`src/rtl/ascon_perm_scheduler_if.sv`:
```
`default_nettype none
// ============================================================================
// Module   : ascon_perm_scheduler_if
// Brief    : Requester-side handshake bundle for the Ascon permutation
//            scheduler: request valid/p12 select, one-hot ready, completion.
// Revision : 1.0 - initial release
// ============================================================================
interface ascon_perm_scheduler_if #(
    parameter int NUM_REQ = 2,
    parameter int ID_W    = (NUM_REQ > 1) ? $clog2(NUM_REQ) : 1
);
    logic [NUM_REQ-1:0] req_valid_i;
    logic [NUM_REQ-1:0] req_p12_i;
    logic [NUM_REQ-1:0] req_ready_o;
    logic               done_o;
    logic [ID_W-1:0]    done_id_o;

    modport master (
        output req_valid_i,
        output req_p12_i,
        input  req_ready_o,
        input  done_o,
        input  done_id_o
    );

    modport slave (
        input  req_valid_i,
        input  req_p12_i,
        output req_ready_o,
        output done_o,
        output done_id_o
    );
endinterface
`default_nettype wire

```
`src/rtl/ascon_perm_scheduler.sv`:
```
`default_nettype none
// ============================================================================
// Module   : ascon_perm_scheduler
// Brief    : Round-robin owner of a shared iterative Ascon permutation;
//            sequences load, per-round enables and completion for p12/p6.
// Revision : 1.0 - initial release
// ============================================================================
module ascon_perm_scheduler #(
    parameter int NUM_REQ    = 2,
    parameter int RND_WIDTH  = 4,
    parameter int LAST_ROUND = 11,
    parameter int ID_W       = (NUM_REQ > 1) ? $clog2(NUM_REQ) : 1
) (
    input  wire                  clk_i,
    input  wire                  rst_n_i,
    input  wire                  clear_i,
    ascon_perm_scheduler_if.slave req_if,
    output logic                 rnd_load_o,
    output logic                 rnd_en_o,
    output logic                 rnd_sel_p12_o,
    input  wire [RND_WIDTH-1:0]  round_i,
    output logic [ID_W-1:0]      perm_sel_o,
    output logic                 perm_load_o,
    output logic                 perm_en_o,
    output logic                 busy_o
);

    localparam int unsigned          c_num_req    = NUM_REQ;
    localparam logic [RND_WIDTH-1:0] c_last_round = RND_WIDTH'(LAST_ROUND);

    typedef enum logic [1:0] {
        S_IDLE  = 2'd0,
        S_LOAD  = 2'd1,
        S_ROUND = 2'd2,
        S_DONE  = 2'd3
    } state_t;

    state_t          r_state;
    state_t          w_state_nxt;
    logic [ID_W-1:0] r_ptr;
    logic [ID_W-1:0] r_owner;
    logic            r_p12;

    logic            w_found;
    logic [ID_W-1:0] w_grant_id;
    logic            w_accept;
    logic            w_grant_en;

    // (base + off) mod NUM_REQ without a divider; off never exceeds NUM_REQ-1
    function automatic logic [ID_W-1:0] f_wrap(input logic [ID_W-1:0] base,
                                               input int unsigned    off);
        int unsigned sum;
        sum = 32'(base) + off;
        if (sum >= c_num_req) begin
            sum = sum - c_num_req;
        end
        return sum[ID_W-1:0];
    endfunction

    always_comb begin
        w_found    = 1'b0;
        w_grant_id = '0;
        for (int unsigned i = 0; i < c_num_req; i++) begin
            if (!w_found && req_if.req_valid_i[f_wrap(r_ptr, i)]) begin
                w_found    = 1'b1;
                w_grant_id = f_wrap(r_ptr, i);
            end
        end
    end

    assign w_accept   = w_found && (r_state == S_IDLE) && !clear_i;
    // Reset is folded in so no grant leaks out while the block is held in reset
    assign w_grant_en = w_accept && rst_n_i;

    for (genvar g = 0; g < NUM_REQ; g++) begin : g_ready
        assign req_if.req_ready_o[g] = w_grant_en && (w_grant_id == ID_W'(g));
    end

    always_ff @(posedge clk_i or negedge rst_n_i) begin
        if (!rst_n_i) begin
            r_state <= S_IDLE;
            r_ptr   <= '0;
            r_owner <= '0;
            r_p12   <= 1'b0;
        end else begin
            r_state <= w_state_nxt;
            if (w_accept) begin
                r_owner <= w_grant_id;
                r_p12   <= req_if.req_p12_i[w_grant_id];
                r_ptr   <= f_wrap(w_grant_id, 1);
            end
        end
    end

    always_comb begin
        w_state_nxt      = r_state;
        rnd_load_o       = 1'b0;
        rnd_en_o         = 1'b0;
        rnd_sel_p12_o    = 1'b0;
        perm_load_o      = 1'b0;
        perm_en_o        = 1'b0;
        busy_o           = (r_state != S_IDLE);
        req_if.done_o    = 1'b0;
        req_if.done_id_o = '0;
        case (r_state)
            S_IDLE: begin
                if (w_accept) begin
                    w_state_nxt = S_LOAD;
                end
            end
            S_LOAD: begin
                rnd_load_o    = 1'b1;
                rnd_en_o      = 1'b1;
                rnd_sel_p12_o = r_p12;
                perm_load_o   = 1'b1;
                w_state_nxt   = S_ROUND;
            end
            S_ROUND: begin
                perm_en_o = 1'b1;
                rnd_en_o  = 1'b1;
                // Equality only: the counter saturates at the last round
                if (round_i == c_last_round) begin
                    w_state_nxt = S_DONE;
                end
            end
            S_DONE: begin
                req_if.done_o    = !clear_i;
                req_if.done_id_o = clear_i ? '0 : r_owner;
                w_state_nxt      = S_IDLE;
            end
            default: begin
                w_state_nxt = S_IDLE;
            end
        endcase
        if (clear_i) begin
            w_state_nxt = S_IDLE;
        end
    end

    assign perm_sel_o = r_owner;

endmodule
`default_nettype wire
```
`src/flat_wrapper.sv`:
```
// flat-port wrapper written by rule: the top's interface ports become plain ports
module ascon_perm_scheduler_flat 
#(
    parameter int NUM_REQ    = 2,
    parameter int RND_WIDTH  = 4,
    parameter int LAST_ROUND = 11,
    parameter int ID_W       = (NUM_REQ > 1) ? $clog2(NUM_REQ) : 1
)
  (clk_i, rst_n_i, clear_i, rnd_load_o, rnd_en_o, rnd_sel_p12_o, round_i, perm_sel_o, perm_load_o, perm_en_o, busy_o, req_if_req_valid_i, req_if_req_p12_i, req_if_req_ready_o, req_if_done_o, req_if_done_id_o);
  ascon_perm_scheduler_if #(.NUM_REQ(NUM_REQ), .ID_W(ID_W)) req_if_i ();
  input  wire clk_i;
  input  wire rst_n_i;
  input  wire clear_i;
  output logic rnd_load_o;
  output logic rnd_en_o;
  output logic rnd_sel_p12_o;
  input  wire [RND_WIDTH-1:0] round_i;
  output logic [ID_W-1:0] perm_sel_o;
  output logic perm_load_o;
  output logic perm_en_o;
  output logic busy_o;
  input wire logic [$bits(req_if_i.req_valid_i)-1:0] req_if_req_valid_i;
  input wire logic [$bits(req_if_i.req_p12_i)-1:0] req_if_req_p12_i;
  output wire logic [$bits(req_if_i.req_ready_o)-1:0] req_if_req_ready_o;
  output wire logic [$bits(req_if_i.done_o)-1:0] req_if_done_o;
  output wire logic [$bits(req_if_i.done_id_o)-1:0] req_if_done_id_o;
  assign req_if_i.req_valid_i = req_if_req_valid_i;
  assign req_if_i.req_p12_i = req_if_req_p12_i;
  assign req_if_req_ready_o = req_if_i.req_ready_o;
  assign req_if_done_o = req_if_i.done_o;
  assign req_if_done_id_o = req_if_i.done_id_o;
  ascon_perm_scheduler #(.NUM_REQ(NUM_REQ), .RND_WIDTH(RND_WIDTH), .LAST_ROUND(LAST_ROUND), .ID_W(ID_W)) u_core (.clk_i(clk_i), .rst_n_i(rst_n_i), .clear_i(clear_i), .req_if(req_if_i), .rnd_load_o(rnd_load_o), .rnd_en_o(rnd_en_o), .rnd_sel_p12_o(rnd_sel_p12_o), .round_i(round_i), .perm_sel_o(perm_sel_o), .perm_load_o(perm_load_o), .perm_en_o(perm_en_o), .busy_o(busy_o));
endmodule
```
`config.mk`:
```
export PLATFORM = sky130hd
export DESIGN_NAME = ascon_perm_scheduler_flat
export DESIGN_NICKNAME = d
export VERILOG_FILES = /design/src/rtl/ascon_perm_scheduler_if.sv /design/src/rtl/ascon_perm_scheduler.sv /design/src/flat_wrapper.sv
export SDC_FILE = /design/constraint.sdc
export NUM_CORES = 1
export LEC_CHECK = 0
export ABC_AREA = 1
export CAP_MARGIN = 10
export CORE_AREA = 2 2 39 41
export CTS_BUF_LIST = sky130_fd_sc_hd__clkbuf_4
export DETAILED_ROUTE_END_ITERATION = 8
export DIE_AREA = 0 0 41 43
export GPL_ROUTABILITY_DRIVEN = 0
export PLACE_DENSITY = 0.65
export SYNTH_ARGS = -nofsm -noshare
export SYNTH_HDL_FRONTEND = slang
export SYNTH_SLANG_ARGS = --single-unit
export TNS_END_PERCENT = 20
```
`constraint.sdc`:
```
create_clock -name clk_i -period 3.4 [get_ports clk_i]
set_clock_uncertainty 0.1 [all_clocks]
set_input_delay 0.68 -clock clk_i [delete_from_list [all_inputs] [get_ports clk_i]]
set_output_delay 0.68 -clock clk_i [all_outputs]
set_load 0.05 [all_outputs]
```
==> results.md, run 1 <==
* Top cell types by occurrence after synthesis: nand2_1, inv_1, nor2_1, dfrtp_1, ha_1
* Setup slack at placement at just under 0.5 ns
* Pwr per Cell Area at between 800 and 900 nW/um^2
* Main combinational cell family by area after synthesis: simple AND/OR/NAND/NOR gates
* Final net count at just under 100
* PortBufs at 21
* WHS Path Cells at 2
* Antenna-violating nets left at 0
* Detail Placement HPWL at just under 700 um
* DR pass1 iterations at 2
* Initial antenna violation count at 0
* Placed cell area at 602 um^2
* Critical path arrival at between 2 and 2.5 ns
* R2R depth at 8
* Library cells used by synthesis at 16
* Die Height at approximately 43 um
* WHS at about 0.38 ns
* CP Launch Type: input port
* Synth Area in Adders at 0.129
* Die ar. at around 1800 um^2
* Die width at 41 um
* TNS Setup at 0 ns
* DR WL/cell at 8.25 um
* GRT overflow at 0
* Clock-pin slew on the worst setup and hold paths at roughly 0.040 ns
* Lkg Pwr at between 0.3 and 0.4 nW
* Status: finished clean
* Yosys top cell by area: dfrtp_1
* First-pass GRT wire length at 1370 um
* Layout cells sized above 1 at 0.148
* # IOs at 22
* Antenna diodes at 0
* Final wirelength at ~800 um
* Starting DRT DRC Count at 3
* EDFF count, synth at 0
* Worst slew pin tran at 0.492 ns
* Fill cells at between 150 and 200
* Critical path required time at between 2 and 3 ns
* Period utilization at 0.855
* Post-Syn Nets at 72
* Peak supply drop at around 0.30 mV
* Design area at approximately 630 um^2
* Slew Viols, Final at 0
* Crit Path Class: in2out
* Largest net degree at the start of global routing at 7
* DRC viols at 0
* GRT Util Overall at 0.119
* Post-synth ARST share at 1.00
* RSZ-0062 raised after global routing: false
* CTS tree: built
* Layout area overhead at 63.4%
* Syn Inst Count at 57
* Slew HR at 0.671
* Share of the synthesized area in the top cell type at 0.324
* Max_cap viols at 0
* Top cells by area, synth: dfrtp_1, nand2_1, ha_1
* Clock sinks at 5
* Crit path capture type: output pin
* Fmax at ~340 MHz
* Fin crit period at 2.91 ns
* Total power at 0.559 mW
* Post-synthesis xor/xnor area fraction at 0
* CTS Buf Count at 3
* FP Rows at 14
* Core region area at 1380 um^2
* FF+latch area at between 100 and 150 um^2
* Compound-cell area share of the yosys netlist at 0.0485
* Synth Area in Simple Gates at 0.353
* Avg Inst Size Synth at roughly 6.8 um^2
* Root Buffer: clkbuf_4
* Longest Clk Path Bufs at 2
* Critical path peak fanout at 6
* Multi-input logic area at between 200 and 250 um^2
* Register area share after synthesis at 0.324
* Hold Path Class: reg2reg
* Final hold vios at 0
* DR vias at 391
* Post-CTS setup buffer count at 0
* Most numerous cell in the Yosys netlist: nand2_1
* Final setup fails at 0
* Layer with the highest usage: met2
* Initial Util at 0.279
* Synth warn at 0
* M2 GR Usage at 0.163
* Vias in the first global route at 351
* Setup WS post-layout at about 0.49 ns
* Synthesized cell area at ~390 um^2
* H-tree depth at 1
* Met1 Track Usage GR at 0.147
* Via-per-instance ratio at 4.03
* Latest clock arrival within the worst-skew pair at between 0.2 and 0.25 ns
* CTS Hold Bufs at 0
* Post-synthesis register bit count at 5
* Main synth FF type: dfrtp_1
* GR Util met3 at 0.0785
* Resized Gates After CTS at 0
* Mux cell area share after synthesis at 0
[layer usage]
| layer | wire (um) | vias to the layer above |
|---|---|---|
| met5 | 0 | - |
| met4 | 0 | 0 |
| met3 | 73 | 0 |
| met2 | 384 | 17 |
| met1 | 342 | 159 |
| li1 | - | 215 |
[registers in the layout, indices dropped and copies added (netlist names)]
signal             cells
u_core.r_state         2
u_core.perm_sel_o      1
u_core.r_p12           1
u_core.r_ptr           1
[stage by stage]
step	instances	utilization
after floorplan	57	-
after global placement	93	0.435
after detailed placement	93	0.435
after CTS	97	0.457
after global routing	97	0.457
final	97	0.457
[where the power goes]
group / total, mW / switching (mW) / internal, mW / leakage, nW
Combinational: 0.375 / 0.250 / 0.124 / 0.250
Clock: 0.0768 / 0.0245 / 0.0523 / 0.0184
Sequential: 0.108 / 0.0211 / 0.0865 / 0.0627
Total: 0.559 / 0.296 / 0.263 / 0.332
[area by class of cell]
class | instances | share of cell area
Tap cell | 16 | 0.0317
Multi-Input combinational cell | 38 | 0.325
Sequential cell | 5 | 0.198
Inverter | 13 | 0.0772
Clock buffer | 4 | 0.0475
Timing Repair Buffer | 21 | 0.321
[cells by family after synthesis]
group,Yosys count
AO/OA/AOI/OAI,3
adder cells (fa/ha/maj),4
buffers and inverters,14
flip-flops,5
AND/OR/NAND/NOR,31
[cell usage in the layout, fill, tap and decap left out, drive strengths merged]
cell type,instances
clkdlybuf4s50,18
nand2,17
inv,13
nor2,8
dfrtp,5
ha,4
clkbuf,4
nand3,3
buf,3
o21ai,3
nor3,1
nor3b,1
nand3b,1
[critical path: stages]
cell	delay, ns
clkdlybuf4s50_1	0.51
nor2_1	0.14
clkdlybuf4s50_1	0.80
[final timing paths]
| check | slack, ns | to | from |
|---|---|---|---|
| setup / recovery | 0.49 | req_if_done_o | clear_i |
| hold / removal | 0.38 | u_core.r_p12$_DFFE_PN0P_ | u_core.r_p12$_DFFE_PN0P_ |
| setup reg to reg | 2.01 | u_core.r_ptr$_DFFE_PN0P_ | u_core.r_state[0]$_DFFE_PN0P_ |
| hold reg to reg | 0.38 | u_core.r_p12$_DFFE_PN0P_ | u_core.r_p12$_DFFE_PN0P_ |
| max in group asynchronous | 2.42 | u_core.r_ptr$_DFFE_PN0P_ | rst_n_i |
| min in group asynchronous | 0.58 | u_core.r_state[1]$_DFFE_PN0P_ | rst_n_i |
Note: power is estimated with default switching activity, not from simulation.
==> inputs of run 2 (changes only) <==
--- a/config.mk
+++ b/config.mk
@@ -12,6 +12,7 @@
 export DETAILED_ROUTE_END_ITERATION = 8
 export DIE_AREA = 0 0 41 43
 export GPL_ROUTABILITY_DRIVEN = 0
+export GPL_TIMING_DRIVEN = 1
 export PLACE_DENSITY = 0.65
 export SYNTH_ARGS = -nofsm -noshare
 export SYNTH_HDL_FRONTEND = slang
==> constraint.sdc (replaced) <==
create_clock -name clk_i -period 2.7 [get_ports clk_i]
set_clock_uncertainty 0.1 [all_clocks]
set_input_delay 0.54 -clock clk_i [delete_from_list [all_inputs] [get_ports clk_i]]
set_output_delay 0.54 -clock clk_i [all_outputs]
set_load 0.05 [all_outputs]
==> results.md, run 2 (synthesized netlist as in run 1, its figures left out) <==
* Initial Util at 0.279 (unchanged)
* Finished Layout Cells at 98 (was 97)
* CTS Buf Count at 3 (unchanged)
* Vias in the first global route at 347 (was 351)
* End of the worst hold path: u_core.r_p12$_DFFE_PN0P_ (unchanged)
* Final hold vios at 0 (unchanged)
* Crit Path Class: reg2out (was in2out)
* Max stage delay on crit path at 0.80 ns (about the same)
* Latest clock arrival within the worst-skew pair at 0.24 ns (about the same)
* Die width at 41 um (unchanged)
* Crit path capture type: output pin (unchanged)
* Longest Clk Path Bufs at 2 (unchanged)
* Fill cells at 141 (was 160)
* Slew HR at 0.670 (was 0.671)
* Post-Place Cells at 94 (was 93)
* Pwr per Cell Area at 1040 nW/um^2 (was 885 nW/um^2)
* Max FFs per register at 2 (unchanged)
* DR vias at 389 (was 391)
* H-tree depth at 1 (unchanged)
* Hold Path Class: reg2reg (unchanged)
* Slowest cell on crit path: clkdlybuf4s50_1 (unchanged)
* Post-CTS setup buffer count at 0 (unchanged)
* Total power at 0.720 mW (was 0.559 mW)
* Hold_sp: u_core.r_p12$_DFFE_PN0P_ (unchanged)
* GRT overflow at 0 (unchanged)
* Starting DRT DRC Count at 3 (unchanged)
* Lkg Pwr at 0.351 nW (was 0.332 nW)
* Antenna-violating nets left at 0 (unchanged)
* # IOs at 22 (unchanged)
* PortBufs at 21 (unchanged)
* Crit-path cells: inv_1, ha_1, clkdlybuf4s50_1 (was clkdlybuf4s50_1, nor2_1, clkdlybuf4s50_1)
* Final wirelength at 792 um (was 800 um)
* WHS Path Cells at 2 (unchanged)
* Die ar. at 1760 um^2 (unchanged)
* Layout area overhead at 79.0% (was 63.4%)
* Resized Gates After CTS at 0 (unchanged)
* Layout cells sized above 1 at 0.183 (was 0.148)
* DRC viols at 0 (unchanged)
* GRT Util Overall at 0.110 (was 0.119)
* Slew Viols, Final at 0 (unchanged)
* Die Height at 43 um (unchanged)
* FP Rows at 14 (unchanged)
* CTS tree: built (unchanged)
* Antenna diodes at 0 (unchanged)
* First-pass GRT wire length at 1350 um (was 1370 um)
* Core region area at 1380 um^2 (unchanged)
* Max_cap viols at 0 (unchanged)
* Biggest register: u_core.r_state (unchanged)
* Setup WS post-layout at 0.215 ns (was 0.494 ns)
* DR WL/cell at 8.08 um (was 8.25 um)
* Most common cell after layout, fill and taps aside: clkdlybuf4s50_1 (unchanged)
* FF-to-FF setup slack at 1.31 ns (was 2.01 ns)
* Via-per-instance ratio at 3.97 (was 4.03)
* Worst Path Buf+Inv at 2 (unchanged)
* RSZ-0062 raised after global routing: false (unchanged)
* Worst flop-to-flop path endpoint: u_core.r_ptr$_DFFE_PN0P_ (unchanged)
* FF+latch area at 125 um^2 (unchanged)
* Most frequent cells in the layout: clkdlybuf4s50_1, nand2_1, inv_1, nor2_1, dfrtp_1 (unchanged)
* CP Launch Type: flip-flop (was input port)
* Critical path arrival at 1.85 ns (was 2.13 ns)
* Multi-input logic area at 210 um^2 (was 205 um^2)
* Peak supply drop at 0.548 mV (was 0.299 mV)
* TNS Setup at 0 ns (unchanged)
* Worst path top cell family by delay: buffers and inverters (unchanged)
* DR pass1 iterations at 2 (unchanged)
* Critical path peak fanout at 5 (was 6)
* Initial antenna violation count at 0 (unchanged)
* Largest net degree at the start of global routing at 7 (unchanged)
* Root Buffer: clkbuf_4 (unchanged)
* CTS Hold Bufs at 0 (unchanged)
* Period utilization at 0.921
* Final net count at 98 (was 97)
* Detail Placement HPWL at 690 um (was 685 um)
* Fmax at 402 MHz
* Fin crit period at between 2 and 2.5 ns
* Worst slew pin tran at 0.494 ns (was 0.492 ns)
* R2R depth at 8 (unchanged)
* Clock sinks at 5 (unchanged)
* Final setup fails at 0 (unchanged)
* Critical path required time at 2.06 ns (was 2.62 ns)
* Status: finished clean (unchanged)
* Worst r2r src: u_core.r_state[0]$_DFFE_PN0P_ (unchanged)
* Setup slack at placement at 0.309 ns (was 0.484 ns)
* Clock-pin slew on the worst setup and hold paths at 0.04 ns (about the same)
-- run 2: changes by cell type in the layout (fill, tap and decap cells not counted) --
| cell | change |
|---|---|
| buf_12 | +4 |
| buf_4 | -2 |
| clkdlybuf4s50_1 | -1 |
| nor3_1 | -1 |
| nor3_2 | +1 |
-- run 2: how the worst max path moves through the flow --
stage | from | end | slack, ns | cells past startpoint
floorplan | u_core.perm_sel_o$_DFFE_PN0P_ | req_if_done_id_o | 0.22 | 1
global placement | clear_i | req_if_req_ready_o[0] | 0.33 | 7
detailed placement | clear_i | req_if_req_ready_o[0] | 0.31 | 7
CTS | u_core.r_state[0]$_DFFE_PN0P_ | rnd_en_o | 0.21 | 3
global route | u_core.r_state[0]$_DFFE_PN0P_ | rnd_en_o | 0.14 | 3
finish | u_core.r_state[0]$_DFFE_PN0P_ | rnd_en_o | 0.21 | 3
-- run 2: worst reg2reg max path, stage by stage, from the launching register on --
cell and delay, ns:
dfrtp_1 0.42, inv_1 0.09, ha_1 0.19, inv_1 0.08
nor2_2 0.05, o21ai_2 0.11, inv_2 0.08, nand2_2 0.08
o21ai_1 0.07
-- run 2: where the power goes --
part           switching (mW)  internal (mW)  leakage (nW)
sequential             0.0271          0.109        0.0627
clock                  0.0289         0.0658        0.0184
combinational           0.319          0.169         0.269
total                   0.375          0.344         0.351
-- run 2: cell type report --
type | count | share of cell area
timing repair buffer | 22 | 0.373
multi-input combinational | 38 | 0.304
sequential | 5 | 0.181
inverter | 13 | 0.0705
clock buffer | 4 | 0.0434
tap | 16 | 0.0289
-- run 2: stage by stage --
step	utilization	cell area (um^2)	hold WS, ns
CTS	0.500	692	0.423
global route	0.500	692	0.456
detailed placement	0.478	662	0.412
finish	0.500	692	0.412
global placement	0.478	662	0.411
floorplan	-	392	0.144
-- run 2: metal layers --
| metal | track usage | share of wire | vias to the layer above | wire, um |
|---|---|---|---|---|
| met2 | 0.163 | 0.43 | 17 | 337 |
| li1 | - | - | 218 | - |
| met4 | 0 | 0 | 0 | 0 |
| met5 | 0 | 0 | - | 0 |
| met3 | 0.0628 | 0.095 | 0 | 75 |
| met1 | 0.148 | 0.48 | 154 | 379 |
==> inputs of run 3 (changes only) <==
--- a/config.mk
+++ b/config.mk
@@ -13,6 +13,7 @@
 export DIE_AREA = 0 0 41 43
 export GPL_ROUTABILITY_DRIVEN = 0
 export GPL_TIMING_DRIVEN = 1
+export MAX_ROUTING_LAYER = met4
 export PLACE_DENSITY = 0.65
 export SYNTH_ARGS = -nofsm -noshare
 export SYNTH_HDL_FRONTEND = slang
==> results of run 3 <==
No change in the layout: final DEF, timing and power equal those of run 2.
Main changes from that run: overall routing resource usage 0.110 -> 0.113
